## config.mk

```make
export PLATFORM = sky130hd
export DESIGN_NAME = ttl_74163
export DESIGN_NICKNAME = d
export VERILOG_FILES = /design/src/rtl/ttl_pkg.sv /design/src/rtl/ttl_74163_stage.sv /design/src/rtl/ttl_74163.sv
export SDC_FILE = /design/constraint.sdc
export NUM_CORES = 1
export LEC_CHECK = 0
export ABC_CLOCK_PERIOD_IN_PS = 1200
export CAP_MARGIN = 15
export CELL_PAD_IN_SITES_DETAIL_PLACEMENT = 0
export CELL_PAD_IN_SITES_GLOBAL_PLACEMENT = 1
export CORE_AREA = 3 3 40 42
export CTS_CLUSTER_SIZE = 25
export DETAILED_ROUTE_END_ITERATION = 16
export DIE_AREA = 0 0 43 45
export PLACE_DENSITY = 0.55
export SETUP_SLACK_MARGIN = 0.3
export SLEW_MARGIN = 20
export SYNTH_ARGS = -nofsm -noshare
export SYNTH_HDL_FRONTEND = slang
export SYNTH_SLANG_ARGS = --single-unit
```

## constraint.sdc

```tcl
create_clock -name CLK -period 1.2 [get_ports CLK]
set_clock_uncertainty 0.2 [all_clocks]
set_input_delay 0.24 -clock CLK [delete_from_list [all_inputs] [get_ports CLK]]
set_output_delay 0.24 -clock CLK [all_outputs]
set_load 0.05 [all_outputs]
```

## src/rtl/ttl_pkg.sv

```systemverilog
// Shared constants for the 74163 counter family models.
// Kept tiny on purpose: slice width, terminal count and the nibble step.
package ttl_pkg;

  localparam int unsigned    TTL_NIBBLE = 4;
  localparam logic [3:0]     TTL_TC     = 4'hF;

  // Next count of one package; the 4-bit result wraps 15 -> 0 by construction.
  function automatic logic [TTL_NIBBLE-1:0] ttl_nibble_inc(input logic [TTL_NIBBLE-1:0] value);
    logic [TTL_NIBBLE-1:0] sum;
    sum = value + 4'h1;
    return sum;
  endfunction

endpackage

```

## src/rtl/ttl_74163_stage.sv

```systemverilog
// One 74163 package: 4-bit synchronous binary counter with synchronous clear.
// RCO is combinational from the registered count and the ENT input.
module ttl_74163_stage
  import ttl_pkg::*;
(
  input  logic                  CLK,
  input  logic                  CLR_n,
  input  logic                  LOAD_n,
  input  logic                  ENP,
  input  logic                  ENT,
  input  logic [TTL_NIBBLE-1:0] D,
  output logic [TTL_NIBBLE-1:0] Q,
  output logic                  RCO
);

  logic [TTL_NIBBLE-1:0] q_d;
  logic [TTL_NIBBLE-1:0] q_q;
  logic                  rco_s;

  // Load beats counting; ENP and ENT must both be high to advance.
  always_comb begin
    q_d = q_q;
    if (!LOAD_n) begin
      q_d = D;
    end else if (ENP && ENT) begin
      q_d = ttl_nibble_inc(q_q);
    end else begin
      q_d = q_q;
    end
  end

  // Count register; the clear is sampled on the clock edge like the real part.
  always_ff @(posedge CLK) begin
    if (!CLR_n) begin
      q_q <= 4'h0;
    end else begin
      q_q <= q_d;
    end
  end

  // Carry ignores ENP so a cascade can look ahead while paused.
  always_comb begin
    rco_s = 1'b0;
    if (ENT && (q_q == TTL_TC)) begin
      rco_s = 1'b1;
    end else begin
      rco_s = 1'b0;
    end
  end

  assign Q   = q_q;
  assign RCO = rco_s;

endmodule

```

## src/rtl/ttl_74163.sv

```systemverilog
// N cascaded 74163 packages with RCO of each stage driving ENT of the next,
// so the whole 4*STAGES counter steps by one per enabled edge.
module ttl_74163
  import ttl_pkg::*;
#(
  parameter int unsigned STAGES = 1
) (
  input  logic                           CLK,
  input  logic                           CLR_n,
  input  logic                           LOAD_n,
  input  logic                           ENP,
  input  logic                           ENT,
  input  logic [TTL_NIBBLE*STAGES-1:0]   D,
  output logic [TTL_NIBBLE*STAGES-1:0]   Q,
  output logic [STAGES-1:0]              RCO
);

  logic [STAGES-1:0] ent_s;
  logic [STAGES-1:0] rco_s;

  for (genvar i = 0; i < STAGES; i++) begin : g_stage
    if (i == 0) begin : g_first
      assign ent_s[i] = ENT;
    end else begin : g_chain
      assign ent_s[i] = rco_s[i-1];
    end

    ttl_74163_stage u_stage (
      .CLK    (CLK),
      .CLR_n  (CLR_n),
      .LOAD_n (LOAD_n),
      .ENP    (ENP),
      .ENT    (ent_s[i]),
      .D      (D[TTL_NIBBLE*i +: TTL_NIBBLE]),
      .Q      (Q[TTL_NIBBLE*i +: TTL_NIBBLE]),
      .RCO    (rco_s[i])
    );
  end

  assign RCO = rco_s;

endmodule
```

## Word level (Yosys, flattened, before mapping)

Index checks and enable logic that the tools add are counted.

- Register bits after elaboration: 4

- Add/subtract/negate cells: 1
- Eq/ne operators: 2
- Multiplexer cells: 3
- Reductions and logical operators: 2

Operators with widths:

| kind | count |
|---|---|
| 4-bit 2-to-1 mux | 2 |
| 4-bit by 1-bit adder with 4-bit output (second input constant) | 1 |
| 4-bit == test (second input constant) | 1 |
| 1-bit logical AND | 2 |
| 2-bit by 1-bit inequality test with 1-bit output (second input constant) | 1 |
| 1-bit 2-to-1 mux | 1 |

## Depth between registers and ports, before layout

Gate-level depths: netlist of run 1.

- Depth in word-level cells: 3
- Depth in mapped cells: 4
- Depth with buffers taken out: 4

## Worst setup path before layout of run 1

No wires, ideal clock.

- Path kind: reg2out
- Start point: register g_stage[0].u_stage.q_q[0]
- End point: output RCO
- Data arrival time: 1.304 ns
- Slack: -0.544 ns
- Stages on the path, launching flop included: 3
- Buffers on the path: 0
- Path through: dfxtp_1 -> ha_1 -> and4_2

- Cells in the longest elaborated chain, start to end: 3

RTL lines:

| element | line | RTL |
|---|---|---|
| start, declared | ttl_74163_stage.sv:17 | `logic [TTL_NIBBLE-1:0] q_q;` |
| start signal, assigned | ttl_74163_stage.sv:37 | `q_q <= q_d;` |
| 4-bit == test | ttl_74163_stage.sv:44 | `if (ENT && (q_q == TTL_TC)) begin` |
| 1-bit logical AND | ttl_74163_stage.sv:44 |  |
| 1-bit 2-to-1 mux | ttl_74163_stage.sv:44 |  |
| end, declared | ttl_74163.sv:15 | `output logic [STAGES-1:0] RCO` |

Every way passes these cells.

## Final worst setup path of run 1

- Start point: register g_stage[0].u_stage.q_q[1]
- End point: output RCO

Same word-level chain as after synthesis.

==> results of run 1 <==
[logic make-up (layout without fill, tap and decap cells)]
group	count (synthesis)	count (layout)	share of synthesized area
adders and majority gates	1	1	0.0610
and+or+nand+nor	9	9	0.238
xor gates and xnor gates	2	2	0.0854
DFF	4	4	0.390
buffers and inverters	1	30	0.0183
AOI/OAI and AO/OA	7	7	0.207
[power by group through the flow]
stage | clock, mW | sequential, mW | combinational (mW)
2_1_floorplan | 0 | 0.193 | 0.0268
3_3_place_gp | 0 | 0.158 | 0.171
3_5_place_dp | 0 | 0.158 | 0.173
4_1_cts | 0.178 | 0.154 | 0.203
5_1_grt | 0.182 | 0.156 | 0.219
6_report | 0.172 | 0.154 | 0.206
[layout by cell type, fill, tap and decap left out, drive strengths merged]
cell,n
clkdlybuf4s50,5
nand2,2
dlygate4sd2,2
or3,1
a31oi,1
xor2,2
a211oi,1
ha,1
a311oi,1
o21ai,3
clkdlybuf4s15,1
clkbuf,3
and4,1
nand3,3
a21oi,1
nor2,2
dfxtp,4
buf,18
inv,1
[per-layer routing]
metal | global-route usage | part of all wire | routed length, um | vias up
met5 | 0 | 0 | 0 | -
met4 | 0.127 | 0.038 | 28 | 0
met3 | 0.0239 | 0.069 | 51 | 3
met2 | 0.144 | 0.51 | 373 | 14
met1 | 0.104 | 0.39 | 285 | 122
li1 | - | - | - | 148
[cell type report]
type / instances / area (um2) / share of cell area
multi-input cells: 19 / 154 / 0.261
clock buffers: 3 / 22.5 / 0.0382
repair buffers: 26 / 295 / 0.501
inverters: 1 / 3.75 / 0.00637
flip-flops and latches: 4 / 95.1 / 0.161
well taps: 15 / 18.8 / 0.0318
[how the worst max path moves through the flow]
stage	cells past startpoint	end	from	slack, ns
2_1_floorplan	2	RCO	g_stage[0].u_stage.Q[1]	-0.16
3_3_place_gp	5	g_stage[0].u_stage.Q[0]	ENT	-0.39
3_5_place_dp	5	g_stage[0].u_stage.Q[0]	ENT	-0.43
4_1_cts	3	RCO	g_stage[0].u_stage.Q[1]	-0.31
5_1_grt	3	RCO	g_stage[0].u_stage.Q[0]	-0.32
6_report	3	RCO	g_stage[0].u_stage.Q[1]	-0.30
[stage by stage]
| step | instance area (um2) | instances |
|---|---|---|
| finish | 589 | 68 |
| global route | 589 | 68 |
| CTS | 579 | 67 |
| detailed placement | 498 | 60 |
| global placement | 498 | 60 |
| floorplan | 239 | 24 |
[worst register-to-register path, stage by stage (launching register included)]
cell and delay (ns):
dfxtp_4 0.35, buf_4 0.11, buf_4 0.11, nand3_2 0.05, or3_1 0.31, a31oi_1 0.13
[repair_timing]
| item | 4_1_cts | 5_1_grt |
|---|---|---|
| buffers inserted | 4 | 1 |
| pin swaps | 4 | 1 |
| gates resized for setup | 12 | 1 |
| setup endpoints to repair | 9 | 9 |
==> results.json, run 1 <==
{
  "cts-root-buf": "clkbuf_4",
  "intPower_mw": 0.375,
  "hold_path_depth": 2,
  "cap_violations": 0,
  "synth-seq-area-share": 0.390,
  "antenna_cells": 0,
  "comb_power_share": 0.387,
  "dp_hpwl_um": 547,
  "synthDistinctLibCells": 15,
  "status": "finished, violations left",
  "grt_overflow_total": 0,
  "yosysMostFrequentCell": "dfxtp_1",
  "synth-edff-count": 0,
  "drc_errors": 0,
  "coreArea_um2": 1280,
  "synth_largest_area_cell": "dfxtp_1",
  "synth.avg_cell_area_um2": 8.55,
  "synth_top_area_share": 0.390,
  "slowest_stage": "dfxtp_4",
  "cts_sinks": 4,
  "die_area_um2": 1940,
  "grt_use_total": 0.0983,
  "final_core_util": 0.459,
  "finalPower_mw": 0.533,
  "place_congestion": 0.698,
  "synthTopCellsByArea": "dfxtp_1 39%, xor2_1 8.5%, nand3_1 7.3%",
  "yosysWarnings": 0,
  "arrival_ns": 1.06,
  "synth_cells": 24,
  "grt_pass1_vias": 315,
  "violations": "negative setup slack",
  "dp_slack_ns": -0.434,
  "rrSetupSlack_ns": -0.13,
  "clk_latency_ns": 0.24,
  "cts.path.max_buffers": 2,
  "dr.pass1.iters": 2,
  "die_w_um": 43,
  "initial_core_util": 0.160,
  "setup_ws_ns": -0.301,
  "setup_viol": 5,
  "ir_drop_uv": 382,
  "min_period_over_period": 1.25,
  "htreeDepth": 1,
  "power_frac_seq": 0.289,
  "worst_pin_slew_ns": 0.225,
  "wl_um": 738,
  "ys_async_sr_fraction": 0,
  "required_ns": 0.76,
  "grt_start_max_net_pins": 8,
  "drive_gt1_frac": 0.623,
  "hold_end": "g_stage[0].u_stage.Q[0]",
  "area_growth_pct": 187,
  "wire_per_inst_um": 10.9,
  "pwr_density_cell_nw_per_um2": 904,
  "synth_area_um2": 205,
  "fin_crit_ns": 1.50,
  "synth_seq_cells": 4,
  "vias": 287,
  "swShare": 0.297,
  "worstSetupStartpointType": "flop",
  "rr_worst_depth": 5,
  "critPathKind": "flop to output port",
  "worst-path-max-fanout": 2,
  "rsz0062_at_grt": "true",
  "max_freq_ghz": 0.666,
  "clockPowerShare": 0.323,
  "r2r-end": "g_stage[0].u_stage.Q[3]",
  "cts_made_buffers": 3,
  "synthFlopType": "dfxtp_1",
  "hold_start": "LOAD_n",
  "finalMaxSlewViolations": 0,
  "hold_path_class": "input pin to flop",
  "hold_slack_ns": 0.274,
  "path_buf_inv": 1,
  "yosys-top-cells-count": "4 x dfxtp_1, 3 x nand3_1, 3 x o21ai_0, 2 x nor2_1, 2 x xor2_1",
  "crit_family": "flip-flops",
  "path_cells": "ha_4 -> and4_4 -> buf_12",
  "grt_pass1_wl_um": 1290,
  "drt_iter0_markers": 3,
  "switchingPower_mw": 0.158,
  "io_pins": 14,
  "relSlewSlack": 0.850,
  "via_per_inst": 4.22,
  "antenna_left": 0,
  "fillers": 124,
  "antenna_found_initial": 0,
  "slowest_delay_ns": 0.35,
  "hold_violations": 0,
  "clkTransAtPathRegs_ns": 0.04,
  "nets": 65,
  "r2r_start": "g_stage[0].u_stage.Q[1]",
  "hold_buffers": 0,
  "largest_reg_flops": 4,
  "endpoint_kind": "output port",
  "num_rows": 13,
  "syn-num-nets": 34,
  "die_h_um": 45,
  "port_buffers": 13,
  "cts_tree": "built",
  "setup_tns_ns": -0.874,
  "p_leak_nw": 0.241
}
Power figures use the tool's default switching activity.
==> inputs of run 2 (changes only) <==
--- a/config.mk
+++ b/config.mk
@@ -10,7 +10,6 @@
 export CELL_PAD_IN_SITES_DETAIL_PLACEMENT = 0
 export CELL_PAD_IN_SITES_GLOBAL_PLACEMENT = 1
 export CORE_AREA = 3 3 40 42
-export CTS_CLUSTER_SIZE = 25
 export DETAILED_ROUTE_END_ITERATION = 16
 export DIE_AREA = 0 0 43 45
 export PLACE_DENSITY = 0.55
==> results of run 2 <==
No change in the layout: final DEF, timing and power equal those of run 1.
==> inputs of run 3 (changes only) <==
--- a/config.mk
+++ b/config.mk
@@ -9,10 +9,11 @@
 export CAP_MARGIN = 15
 export CELL_PAD_IN_SITES_DETAIL_PLACEMENT = 0
 export CELL_PAD_IN_SITES_GLOBAL_PLACEMENT = 1
-export CORE_AREA = 3 3 40 42
+export CORE_AREA = 2 2 39 41
 export DETAILED_ROUTE_END_ITERATION = 16
-export DIE_AREA = 0 0 43 45
+export DIE_AREA = 0 0 41 43
 export PLACE_DENSITY = 0.55
+export RECOVER_POWER = 50
 export SETUP_SLACK_MARGIN = 0.3
 export SLEW_MARGIN = 20
 export SYNTH_ARGS = -nofsm -noshare
==> run 3 against run 2 <==
  * The flow still finishes with violations (negative setup slack)
  * Routed wire length fell by 13%
  * Non-clock buffer count fell by 3
  * Hold slack got worse by 0.0040 ns
  * Critical path depth did not move
  * Utilization fell by 6.9 points
  * Via count fell by 4.5%
  * Sequential share of layout area rose by 1.5 points
  * Final cell count fell by 2.9%
  * Combinational power fell by 12%
  * Maximum frequency rose by 0.64%
  * Setup slack improved by 0.0096 ns
  * Critical path type unchanged
  * Largest power group unchanged
==> results.json, run 3 (synthesis gave the netlist of run 1 again) <==
{
  "cap_violations": 0,
  "cts_tree": "built",
  "grt_start_max_net_pins": 8,
  "die_w_um": 41,
  "critPathKind": "flop to output port",
  "clkTransAtPathRegs_ns": 0.04,
  "setup_tns_ns": -0.902,
  "die_area_um2": 1760,
  "pwr_density_cell_nw_per_um2": 929,
  "grt_overflow_total": 0,
  "cts_made_buffers": 3,
  "grt_pass1_wl_um": 1020,
  "slowest_delay_ns": 0.35,
  "hold_violations": 0,
  "path_buf_inv": 1,
  "max_freq_ghz": 0.670,
  "dp_slack_ns": -0.443,
  "top_layer_used": "met4",
  "port_buffers": 13,
  "drc_errors": 0,
  "clockPowerShare": 0.329,
  "power_frac_seq": 0.307,
  "die_h_um": 43,
  "clk_latency_ns": 0.23,
  "coreArea_um2": 1380,
  "worstSetupStartpointType": "flop",
  "worst-path-max-fanout": 2,
  "layout_commonest_cell": "buf_4",
  "wire_per_inst_um": 9.76,
  "violations": "negative setup slack",
  "wl_um": 644,
  "intPower_mw": 0.356,
  "fin_crit_ns": 1.49,
  "required_ns": 0.76,
  "cts-root-buf": "clkbuf_4",
  "comb_power_share": 0.364,
  "nets": 62,
  "initial_core_util": 0.148,
  "layout_common_cells": "8 x buf_4, 5 x clkdlybuf4s50_1, 5 x buf_12",
  "final_core_util": 0.390,
  "drt-met1-wl_um": 268,
  "largest_reg_flops": 4,
  "p_leak_nw": 0.222,
  "vias": 274,
  "htreeDepth": 1,
  "endpoint_kind": "output port",
  "antenna_left": 0,
  "slowest_stage": "dfxtp_4",
  "rsz0062_at_grt": "true",
  "setup_viol": 5,
  "hold_path_class": "input pin to flop",
  "hold_buffers": 0,
  "dr.pass1.iters": 2,
  "setup_ws_ns": -0.292,
  "io_pins": 14,
  "relSlewSlack": 0.858,
  "drt_iter0_markers": 3,
  "hold_slack_ns": 0.270,
  "worst_pin_slew_ns": 0.213,
  "route.met2.wl_um": 310,
  "switchingPower_mw": 0.145,
  "met3WireLength_um": 57,
  "status": "finished, violations left",
  "num_rows": 14,
  "drive_gt1_frac": 0.540,
  "grt_pass1_vias": 248,
  "cts.path.max_buffers": 2,
  "rrSetupSlack_ns": -0.12,
  "min_period_over_period": 1.24,
  "dp_hpwl_um": 499,
  "crit_family": "flip-flops",
  "finalMaxSlewViolations": 0,
  "arrival_ns": 1.05,
  "grt_use_total": 0.0943,
  "via_per_inst": 4.15,
  "path_cells": "ha_4 -> and4_4 -> buf_12",
  "antenna_cells": 0,
  "antenna_found_initial": 0,
  "swShare": 0.289,
  "area_growth_pct": 163,
  "cts_sinks": 4,
  "ir_drop_uv": 414,
  "place_congestion": 0.729
}
-- run 3: layout make-up --
class,instances,area (um2)
fill,139,845
timing repair buffer,23,253
multi-input combinational,19,145
sequential,4,95.1
clock buffer,3,22.5
tap,16,20.0
inverter,1,3.75
-- run 3: path summary, 6_finish.rpt --
path / start / endpoint / cells after the start
hold / removal: LOAD_n / g_stage[0].u_stage.Q[0] / 2
setup / recovery: g_stage[0].u_stage.Q[1] / RCO / 3
setup reg to reg: g_stage[0].u_stage.Q[1] / g_stage[0].u_stage.Q[3] / 5
hold reg to reg: g_stage[0].u_stage.Q[3] / g_stage[0].u_stage.Q[3] / 2
-- run 3: timing repair --
action                     4_1_cts  5_1_grt
buffers inserted                 3        0
pin swaps                        3        2
resized for setup                4        1
setup endpoints to repair        9        9
-- run 3: through the flow --
| step | instances | total power [mW] | area (um2) |
|---|---|---|---|
| 2_1_floorplan | 24 | 0.220 | 239 |
| 3_3_place_gp | 60 | 0.328 | 492 |
| 3_5_place_dp | 60 | 0.330 | 492 |
| 4_1_cts | 66 | 0.516 | 537 |
| 5_1_grt | 66 | 0.535 | 539 |
| 6_report | 66 | 0.501 | 539 |
-- run 3: power by group through the flow --
stage	logic (mW)	clock network [mW]	registers, mW
floorplan	0.0268	0	0.193
global placement	0.169	0	0.159
detailed placement	0.170	0	0.159
CTS	0.183	0.179	0.154
global route	0.193	0.187	0.155
finish	0.182	0.165	0.154
-- run 3: routing by layer --
metal | track usage | up-vias
met2 | 0.125 | 11
met4 | 0.100 | 0
met3 | 0.0471 | 2
li1 | - | 143
met5 | 0 | -
met1 | 0.0962 | 118
